[config.mk]
export PLATFORM = sky130hd
export DESIGN_NAME = button_event
export DESIGN_NICKNAME = d
export VERILOG_FILES = /design/src/rtl/button_event_pkg.sv /design/src/rtl/button_event.sv
export SDC_FILE = /design/constraint.sdc
export NUM_CORES = 1
export LEC_CHECK = 0
export BUFFER_PORTS_ARGS = -buffer_cell sky130_fd_sc_hd__buf_2
export CAP_MARGIN = 10
export CORE_ASPECT_RATIO = 1.1
export CORE_MARGIN = 1
export CORE_UTILIZATION = 50
export CTS_CLUSTER_DIAMETER = 200
export CTS_CLUSTER_SIZE = 24
export DETAILED_ROUTE_END_ITERATION = 12
export GPL_TIMING_DRIVEN = 0
export MAX_ROUTING_LAYER = met4
export PLACE_DENSITY = 0.73
export SLEW_MARGIN = 20
export SYNTH_ARGS = -nofsm -noshare
export SYNTH_HDL_FRONTEND = slang
export SYNTH_SLANG_ARGS = --single-unit
export TNS_END_PERCENT = 20
[constraint.sdc]
create_clock -name clk -period 1.5 [get_ports clk]
set_input_delay 0.15 -clock clk [delete_from_list [all_inputs] [get_ports clk]]
set_output_delay 0.15 -clock clk [all_outputs]
set_load 0.02 [all_outputs]
[src/rtl/button_event_pkg.sv]
// Shared helpers for the button event block: counter sizing.
package button_event_pkg;

    // Number of bits needed to hold a non-negative value (minimum 1).
    function automatic int wordlength(input int value);
        int w;
        w = 1;
        for (int i = 1; i < 31; i++) begin
            if ((value >>> i) != 0) begin
                w = i + 1;
            end
        end
        return w;
    endfunction

endpackage

[src/rtl/button_event.sv]
// Turns a debounced button level into one-clk event pulses:
// press, release, click, long press and auto-repeat while held.
// The ports "release" and "repeat" are SystemVerilog reserved words,
// so they carry a _pulse suffix here.
module button_event
    import button_event_pkg::*;
#(
    parameter int LONG_MAX   = 49,
    parameter int REPEAT_MAX = 9
) (
    input  logic clk,
    input  logic reset,
    input  logic en,
    input  logic btn,
    output logic press,
    output logic release_pulse,
    output logic click,
    output logic long_press,
    output logic repeat_pulse,
    output logic held
);

    localparam int CNT_MAX = (LONG_MAX > REPEAT_MAX) ? LONG_MAX : REPEAT_MAX;
    localparam int CNT_W   = wordlength(CNT_MAX);

    localparam logic [CNT_W-1:0] LONG_CNT   = CNT_W'(LONG_MAX);
    localparam logic [CNT_W-1:0] REPEAT_CNT = CNT_W'(REPEAT_MAX);

    typedef enum logic [1:0] {
        S_IDLE  = 2'd0,
        S_SHORT = 2'd1,
        S_LONG  = 2'd2
    } state_t;

    state_t           state_reg, state_next;
    logic [CNT_W-1:0] counter_reg, counter_next;
    logic             btn_q;
    logic             press_reg, press_next;
    logic             release_reg, release_next;
    logic             click_reg, click_next;
    logic             long_reg, long_next;
    logic             repeat_reg, repeat_next;
    logic             held_reg, held_next;

    logic rise;
    logic fall;

    assign rise = btn & ~btn_q;
    assign fall = ~btn & btn_q;

    // State, counter, edge register and registered outputs.
    always_ff @(posedge clk) begin
        if (reset) begin
            state_reg   <= S_IDLE;
            counter_reg <= '0;
            btn_q       <= 1'b0;
            press_reg   <= 1'b0;
            release_reg <= 1'b0;
            click_reg   <= 1'b0;
            long_reg    <= 1'b0;
            repeat_reg  <= 1'b0;
            held_reg    <= 1'b0;
        end else begin
            state_reg   <= state_next;
            counter_reg <= counter_next;
            btn_q       <= btn;
            press_reg   <= press_next;
            release_reg <= release_next;
            click_reg   <= click_next;
            long_reg    <= long_next;
            repeat_reg  <= repeat_next;
            held_reg    <= held_next;
        end
    end

    // Next-state and pulse decode; fall always wins over a coincident en tick.
    always_comb begin
        state_next   = state_reg;
        counter_next = counter_reg;
        press_next   = 1'b0;
        release_next = 1'b0;
        click_next   = 1'b0;
        long_next    = 1'b0;
        repeat_next  = 1'b0;

        case (state_reg)
            S_IDLE: begin
                if (rise) begin
                    state_next   = S_SHORT;
                    press_next   = 1'b1;
                    counter_next = '0;
                end
            end
            S_SHORT: begin
                if (fall) begin
                    state_next   = S_IDLE;
                    release_next = 1'b1;
                    click_next   = 1'b1;
                end else if (en) begin
                    if (counter_reg == LONG_CNT) begin
                        state_next   = S_LONG;
                        long_next    = 1'b1;
                        counter_next = '0;
                    end else begin
                        counter_next = counter_reg + CNT_W'(1);
                    end
                end
            end
            S_LONG: begin
                if (fall) begin
                    state_next   = S_IDLE;
                    release_next = 1'b1;
                end else if (en) begin
                    if (counter_reg == REPEAT_CNT) begin
                        repeat_next  = 1'b1;
                        counter_next = '0;
                    end else begin
                        counter_next = counter_reg + CNT_W'(1);
                    end
                end
            end
            default: begin
                state_next   = S_IDLE;
                counter_next = '0;
            end
        endcase

        held_next = (state_next != S_IDLE);
    end

    assign press         = press_reg;
    assign release_pulse = release_reg;
    assign click         = click_reg;
    assign long_press    = long_reg;
    assign repeat_pulse  = repeat_reg;
    assign held          = held_reg;

endmodule

# ---- After elaboration in Yosys (flattened, before gate mapping)
# Index checks and enable logic that the tools add are counted.
dict set report classes {
  addsub 1
  n_mux 18
  n_reduce_logical 9
  n_bitwise 9
  n_eq_ne 9
}
# cell count
set ops {}
lappend ops {{$mux W6} 7}
lappend ops {{$pmux W6 S3} 1}
lappend ops {{$mux W2} 5}
lappend ops {{$ne A2 B2 Y1 const B} 5}
lappend ops {{$reduce_or A2 Y1} 4}
lappend ops {{$reduce_or A4 Y1} 2}
lappend ops {{$not A1 Y1} 7}
lappend ops {{$add A6 B1 Y6 const B} 1}
lappend ops {{$eq A6 B4 Y1 const B} 1}
lappend ops {{$eq A6 B6 Y1 const B} 1}
lappend ops {{$pmux W2 S3} 1}
lappend ops {{$reduce_and A5 Y1} 1}
lappend ops {{$mux W1} 4}
lappend ops {{$and A1 B1 Y1} 2}
lappend ops {{$eq A2 B1 Y1 const B} 1}
lappend ops {{$eq A2 B2 Y1 const B} 1}
lappend ops {{$logic_not A2 Y1} 1}
lappend ops {{$reduce_bool A2 Y1} 1}
dict set report word_totals {
  wordCells 55
  regBits 15
}

# ---- Longest topological paths before layout
# Gate-level depths: netlist of run 1.
dict set report depth {
  word_depth 6
  ltp_mapped 6
}

# ---- Worst setup path before layout of run 1
# No wires, ideal clock.
dict set report synth_timing {
  path_kind {register -> register}
  from {register counter_reg[0]}
  to {register held_reg (netlist: held)}
  required_time_ns 1.367
  synth_period_minus_slack_ns 1.410
  path_stages_with_launch 6
  arrival_time_ns 1.277
  setup_slack_ns 0.090
  setup_ns 0.133
  path_cell_list {dfxtp_1 ha_1 nor2b_2 nand3_1 a221oi_2 o32ai_2}
}
dict set report synth_between {
  elab_chain_cells 6
}
# element line
set synth_lines {}
lappend synth_lines {{from (decl)} button_event.sv:36} ;# logic [CNT_W-1:0] counter_reg, counter_next;
lappend synth_lines {{from (signal assigned)} button_event.sv:65} ;# counter_reg <= counter_next;
lappend synth_lines {{$eq A6 B6 Y1} button_event.sv:100} ;# if (counter_reg == LONG_CNT) begin
lappend synth_lines {{$mux W2} button_event.sv:100}
lappend synth_lines {{$mux W2} button_event.sv:99} ;# end else if (en) begin
lappend synth_lines {{$mux W2} button_event.sv:95} ;# if (fall) begin
lappend synth_lines {{$pmux W2 S3} button_event.sv:86} ;# case (state_reg)
lappend synth_lines {{$reduce_bool A2 Y1} button_event.sv:128} ;# held_next = (state_next != S_IDLE);
lappend synth_lines {{to (signal assigned)} button_event.sv:72} ;# held_reg <= held_next;
lappend synth_lines {{to (decl)} button_event.sv:43} ;# logic held_reg, held_next;
# No other way between the ends.
# A chain may end at the register's enable or synchronous reset.

# ---- Worst setup path in the final report of run 1
dict set report layout_timing {
  from {register state_reg[1]}
  to {register counter_reg[2]}
}
dict set report layout_between {
  elab_chain_cells 3
  word_cells_on_any_way 10
}
# element line
set layout_lines {}
lappend layout_lines {{from (decl)} button_event.sv:35} ;# state_t state_reg, state_next;
lappend layout_lines {{from (signal assigned)} button_event.sv:64} ;# state_reg <= state_next;
lappend layout_lines {{$eq A2 B1 Y1 (tied with other cells)} button_event.sv:86}
lappend layout_lines {{$ne A2 B2 Y1 (no line)} -}
lappend layout_lines {{$reduce_and A5 Y1 (no line)} -}
# Several ways; a longest one is shown, not always the timed one.

==> flow_summary.ini, run 1 <==
[critical_path]
path_delay_family = compound AO/OA/AOI/OAI gates
critPathKind = flop to flop
crit_arrival_ns = 1.67
crit_path_end_kind = flop
cp.required_ns = 1.70
path_max_fanout = 6
critPathLaunchType = flop
crit_slowest_cell = dfxtp_4
cpMostUsedCell = o211ai_1
crit_chain = inv_4 -> ha_4 -> nand3b_1 -> a31oi_4 -> o211ai_1 -> o211ai_1
crit_path_max_incr_delay_ns = 0.38
worst-path-buf-inv = 1

[finish]
final_cells = 132
area_growth_pct = 22.13
n_antenna_cell = 0
largest_reg_flops = 6
drive_gt1_share_pct = 33.04
final_util_pct = 66.74
num-nets-final = 126

[outcome]
status = finished clean

[global_routing]
grt_antenna_before_repair = 0
grt_pass1_wl_mm = 2.891
grt_pass1_vias = 657
grt_max_degree = 10
grtUsageTotal_pct = 20.23
overflow = 0

[placed_design]
gp_congestion = 0.8425
pre_cts_slack_ns = -0.1283
dpl.cell_count = 125
portBuffers = 8
dpl.hpwl_mm = 1.288

[logic_synthesis]
yosysMostFrequentCell = dfxtp_1
synth_top_area_cell = dfxtp_1
synth_flop_cell = dfxtp_1
synth_area_leaders = dfxtp_1 34%, ha_1 8.5%, o211ai_1 8.5%
ys_warn_count = 0
synthCells = 100
syn_nets = 110
syn_area_per_cell_sq_um = 8.821
synth_top_area_share_pct = 34.04
synth-async-reset-ratio_pct = 0
ys_top_cells_by_count = 15 x dfxtp_1, 10 x o211ai_1, 9 x nor2_1, 7 x inv_1
ys_ff_latch = 15
synth_area_sq_um = 882.1
synth_edf_count = 0
yosysUniqueCellTypes = 32
synth-seq-area-share_pct = 34.04

[clocking]
cts_tree = built
root_buffer = clkbuf_4
hold_buffers = 0
htree_levels = 1
insertion_delay_ns = 0.27
clkSlewWorstSetupHoldPaths_ns = 0.08
cts_made_buffers = 3
cts.sinks = 15
cts_buffer_depth = 2

[route]
drtIter0Drc = 27
dr_wl_met3_microns = 61
wl_per_cell_microns = 13.95
first_pass_iters = 4
post-route-drc-count = 0
num_vias = 791
ant_nets = 0
wl_mm = 1.841
wl_met2_microns = 898
top_layer = met4
wl_met1_microns = 854
vias_per_cell = 5.992

[sta]
hold_viol_final = 0
drv_slew = 0
fin_skew_ns = 0.001237
fmax_mhz = 678.6
fin_ws_ns = 0.02636
worstMarginPinSlew_ns = 0.3501
setup_viol = 0
fin_crit_sh_pct = 98.24
rsz0062_at_grt = true
period_needed_ns = 1.474
slew_headroom_pct = 76.66

[floorplanning]
coreArea_sq_um = 1614
fp.dieArea_sq_um = 1936
io-pin-count = 10
row_count = 15
die_w_microns = 42.05
fp.dieH_microns = 46.05
initial_core_util_pct = 54.65

[worst_hold_path]
min_path_type = input pin to flop

[pwr]
power.total_uw = 739.4
irDropWorstVdd_uv = 438.3
powerDensity_nw_per_um2 = 686.4
p_leak_nw = 0.4029

[run]
maxCapViolations = 0
-- cells by family after synthesis --
logic type | count (synthesis) | share of synthesized area, %
flops | 15 | 34.04
buf+inv | 10 | 5.391
compound gates | 30 | 28.23
simple gates | 39 | 23.83
fa+ha+maj | 6 | 8.510
-- cell type report --
cell class                 instances  area (sq um)
timing repair buffer              11         62.56
fill                             141         536.8
tap                               17         21.27
multi-input combinational         75         601.8
buffer                             3         21.27
sequential                        15         312.8
clock buffer                       4         26.28
inverter                           7         31.28
-- stage by stage --
stage / setup TNS [ns] / area [sq um] / hold WS [ns]
final: 0 / 1077 / 0.1299
after global routing: -0.06422 / 1077 / 0.1521
after CTS: -0.05315 / 1012 / 0.1269
after detailed placement: -0.4959 / 943.4 / 0.4174
after global placement: -0.3371 / 943.4 / 0.4016
after floorplan: 0 / 882.1 / 0.2746
-- timing repair --
action	4_1_cts	5_1_grt
pin swaps	0	6
endpoints found under the hold margin	0	0
setup endpoints to repair	8	9
gates cloned	0	0
resized for setup	8	16
buffers inserted	1	2
-- path summary, 6_finish.rpt --
check                               from                          end  slack, ns  cells after the start
min                                  btn             btn_q$_SDFF_PP0_       0.13                      2
max reg2reg      state_reg[1]$_SDFF_PP0_  counter_reg[2]$_SDFFE_PP0P_       0.03                      6
min reg2reg  counter_reg[0]$_SDFFE_PP0P_  counter_reg[0]$_SDFFE_PP0P_       0.50                      1
max              state_reg[1]$_SDFF_PP0_  counter_reg[2]$_SDFFE_PP0P_       0.03                      6
-- power by group --
| group | internal, mW | total, mW | switching, mW |
|---|---|---|---|
| Sequential | 0.401 | 0.406 | 0.00443 |
| Clock | 0.103 | 0.224 | 0.121 |
| Combinational | 0.0425 | 0.110 | 0.0675 |
-- routing by layer --
metal	vias up	global-route usage, %
met2	19	33.44
met5	-	-
met3	4	2.353
met4	0	7.500
met1	364	25.90
li1	404	-
-- placed cells by master, fill, tap and decap left out, types with 2 or more instances in the layout --
cell type  count
o2111ai_1      2
nand2_1        6
nor2b_1        2
nor3_1         3
nand3_1        4
dfxtp_4        3
clkbuf_4       3
inv_4          2
nor2_1         9
ha_4           4
inv_1          4
ha_1           2
nand3b_1       2
nand4_1        2
buf_4          3
nand2b_1       4
o21ai_1        2
o21ai_0        4
dfxtp_1       11
buf_2         10
a31oi_1        2
o211ai_1      10
No activity file was read; power rests on OpenSTA's default activity.
==> run 2: changes to the inputs <==
RECOVER_POWER = 100   (was unset)
==> run 2 against run 1 <==
Worst setup slack improved by 0.0014 ns. First-iteration DRC count did not move. Flip-flop and latch count did not move. Critical endpoint unchanged. Via count did not move. Global-route usage did not move. Clock skew rose by 0.0012 ns. Clock power barely moved. Cell area fell by 0.70%. Critical path depth did not move.
==> flow_summary.ini, run 2 (synthesis results as in run 1) <==
[critical_path]
crit_arrival_ns = 1.67
crit_chain = inv_4 -> ha_4 -> nand3b_1 -> a31oi_4 -> o211ai_1 -> o211ai_1
r2r.worst_path.cells = 6
critPathLaunchType = flop
worst-path-buf-inv = 1
critPathKind = flop to flop
path_depth = 6
cp.required_ns = 1.70
crit_slowest_cell = dfxtp_4
crit_path_end_kind = flop
crit_path_max_incr_delay_ns = 0.39
cpMostUsedCell = o211ai_1
path_max_fanout = 6
path_delay_family = compound AO/OA/AOI/OAI gates

[pwr]
powerDensity_nw_per_um2 = 691.4
combPwrFrac_pct = 14.7
irDropWorstVdd_uv = 441.3
switching_share_pct = 26.21
p_clk_share_pct = 30.4
intPower_uw = 545.8
p_leak_nw = 0.3773
p_seq_share_pct = 54.9
switchingPower_uw = 193.8

[route]
post-route-drc-count = 0
drtIter0Drc = 27
ant_nets = 0
num_vias = 791
wl_mm = 1.852
wl_per_cell_microns = 14.03
vias_per_cell = 5.992
first_pass_iters = 4

[clocking]
cts_made_buffers = 3
root_buffer = clkbuf_4
insertion_delay_ns = 0.27
htree_levels = 1
cts.sinks = 15
clkSlewWorstSetupHoldPaths_ns = 0.09
cts_tree = built
hold_buffers = 0
cts_buffer_depth = 2

[finish]
multi_input_area_sq_um = 601.8
largest_reg_flops = 6
n_fill_cell = 145
final_util_pct = 66.28
drive_gt1_share_pct = 27.83
area_growth_pct = 21.28
num-nets-final = 126
regArea_sq_um = 312.8
fin_area_sq_um = 1070
n_antenna_cell = 0
final_common_cell = dfxtp_1
layout_common_cells = 11 x dfxtp_1, 10 x o211ai_1, 9 x nor2_1

[floorplanning]
initial_core_util_pct = 54.65
row_count = 15
io-pin-count = 10
die_w_microns = 42.05
fp.dieH_microns = 46.05
fp.dieArea_sq_um = 1936
coreArea_sq_um = 1614

[sta]
hold_viol_final = 0
period_needed_ns = 1.472
rsz0062_at_grt = true
slew_headroom_pct = 76.66
worstMarginPinSlew_ns = 0.3500
setup_viol = 0
tns_ns = 0
drv_slew = 0
fmax_mhz = 679.3
fin_crit_sh_pct = 98.15
fin_skew_ns = 0.002411

[placed_design]
dpl.hpwl_mm = 1.288
portBuffers = 8
gp_congestion = 0.8425
dpl_cell_area_sq_um = 943.4

[worst_hold_path]
hold_depth = 2
min_path_type = input pin to flop

[global_routing]
grt_antenna_before_repair = 0
grt_pass1_vias = 657
grtUsageTotal_pct = 20.23
grt_pass1_wl_mm = 2.891
grt_max_degree = 10
overflow = 0

[run]
maxCapViolations = 0

[outcome]
status = finished clean
run 2: worst reg2reg max path: stages (launching register included):
cell and delay (ns):
dfxtp_4 0.39, inv_4 0.05, ha_4 0.27, nand3b_1 0.11, a31oi_4 0.25, o211ai_1 0.15
o211ai_1 0.18
run 2: power groups by stage:
stage / Combinational (mW) / Sequential [mW] / Clock (mW)
2_1_floorplan: 0.0671 / 0.423 / 0
3_3_place_gp: 0.0948 / 0.418 / 0
3_5_place_dp: 0.0959 / 0.419 / 0
4_1_cts: 0.103 / 0.410 / 0.233
5_1_grt: 0.118 / 0.407 / 0.251
6_report: 0.109 / 0.406 / 0.225
run 2: layer usage:
layer | part of all wire, % | vias to the layer above | global-route usage, %
met3 | 3.6 | 4 | 2.353
met4 | 1.5 | 0 | 7.500
met1 | 46 | 366 | 25.90
met5 | 0 | - | -
met2 | 49 | 18 | 33.44
li1 | - | 403 | -
run 2: layout make-up:
cell class | instances | area share [%]
Inverter | 7 | 2.924
Buffer | 3 | 1.988
Sequential cell | 15 | 29.24
Clock buffer | 4 | 2.456
Tap cell | 17 | 1.988
Timing Repair Buffer | 11 | 5.146
Multi-Input combinational cell | 75 | 56.26
run 2: final timing paths:
check	start	slack, ns	to
max	state_reg[1]$_SDFF_PP0_	0.03	counter_reg[2]$_SDFFE_PP0P_
min	btn	0.13	btn_q$_SDFF_PP0_
max reg2reg	state_reg[1]$_SDFF_PP0_	0.03	counter_reg[2]$_SDFFE_PP0P_
min reg2reg	counter_reg[0]$_SDFFE_PP0P_	0.50	counter_reg[0]$_SDFFE_PP0P_
run 2: timing repair:
| item | CTS | global route |
|---|---|---|
| buffers inserted | 1 | 2 |
| endpoints found under the setup margin | 8 | 9 |
| resized for setup | 8 | 16 |
| pin swaps | 0 | 6 |
run 2: stage by stage:
step | hold slack, ns | setup slack (ns) | power [mW] | cells
floorplan | 0.2746 | 0.09012 | 0.4900 | 100
global route | 0.1521 | -0.02858 | 0.7770 | 132
global placement | 0.4016 | -0.08513 | 0.5129 | 125
detailed placement | 0.4174 | -0.1283 | 0.5145 | 125
CTS | 0.1269 | -0.04532 | 0.7457 | 130
finish | 0.1299 | 0.02780 | 0.7396 | 132
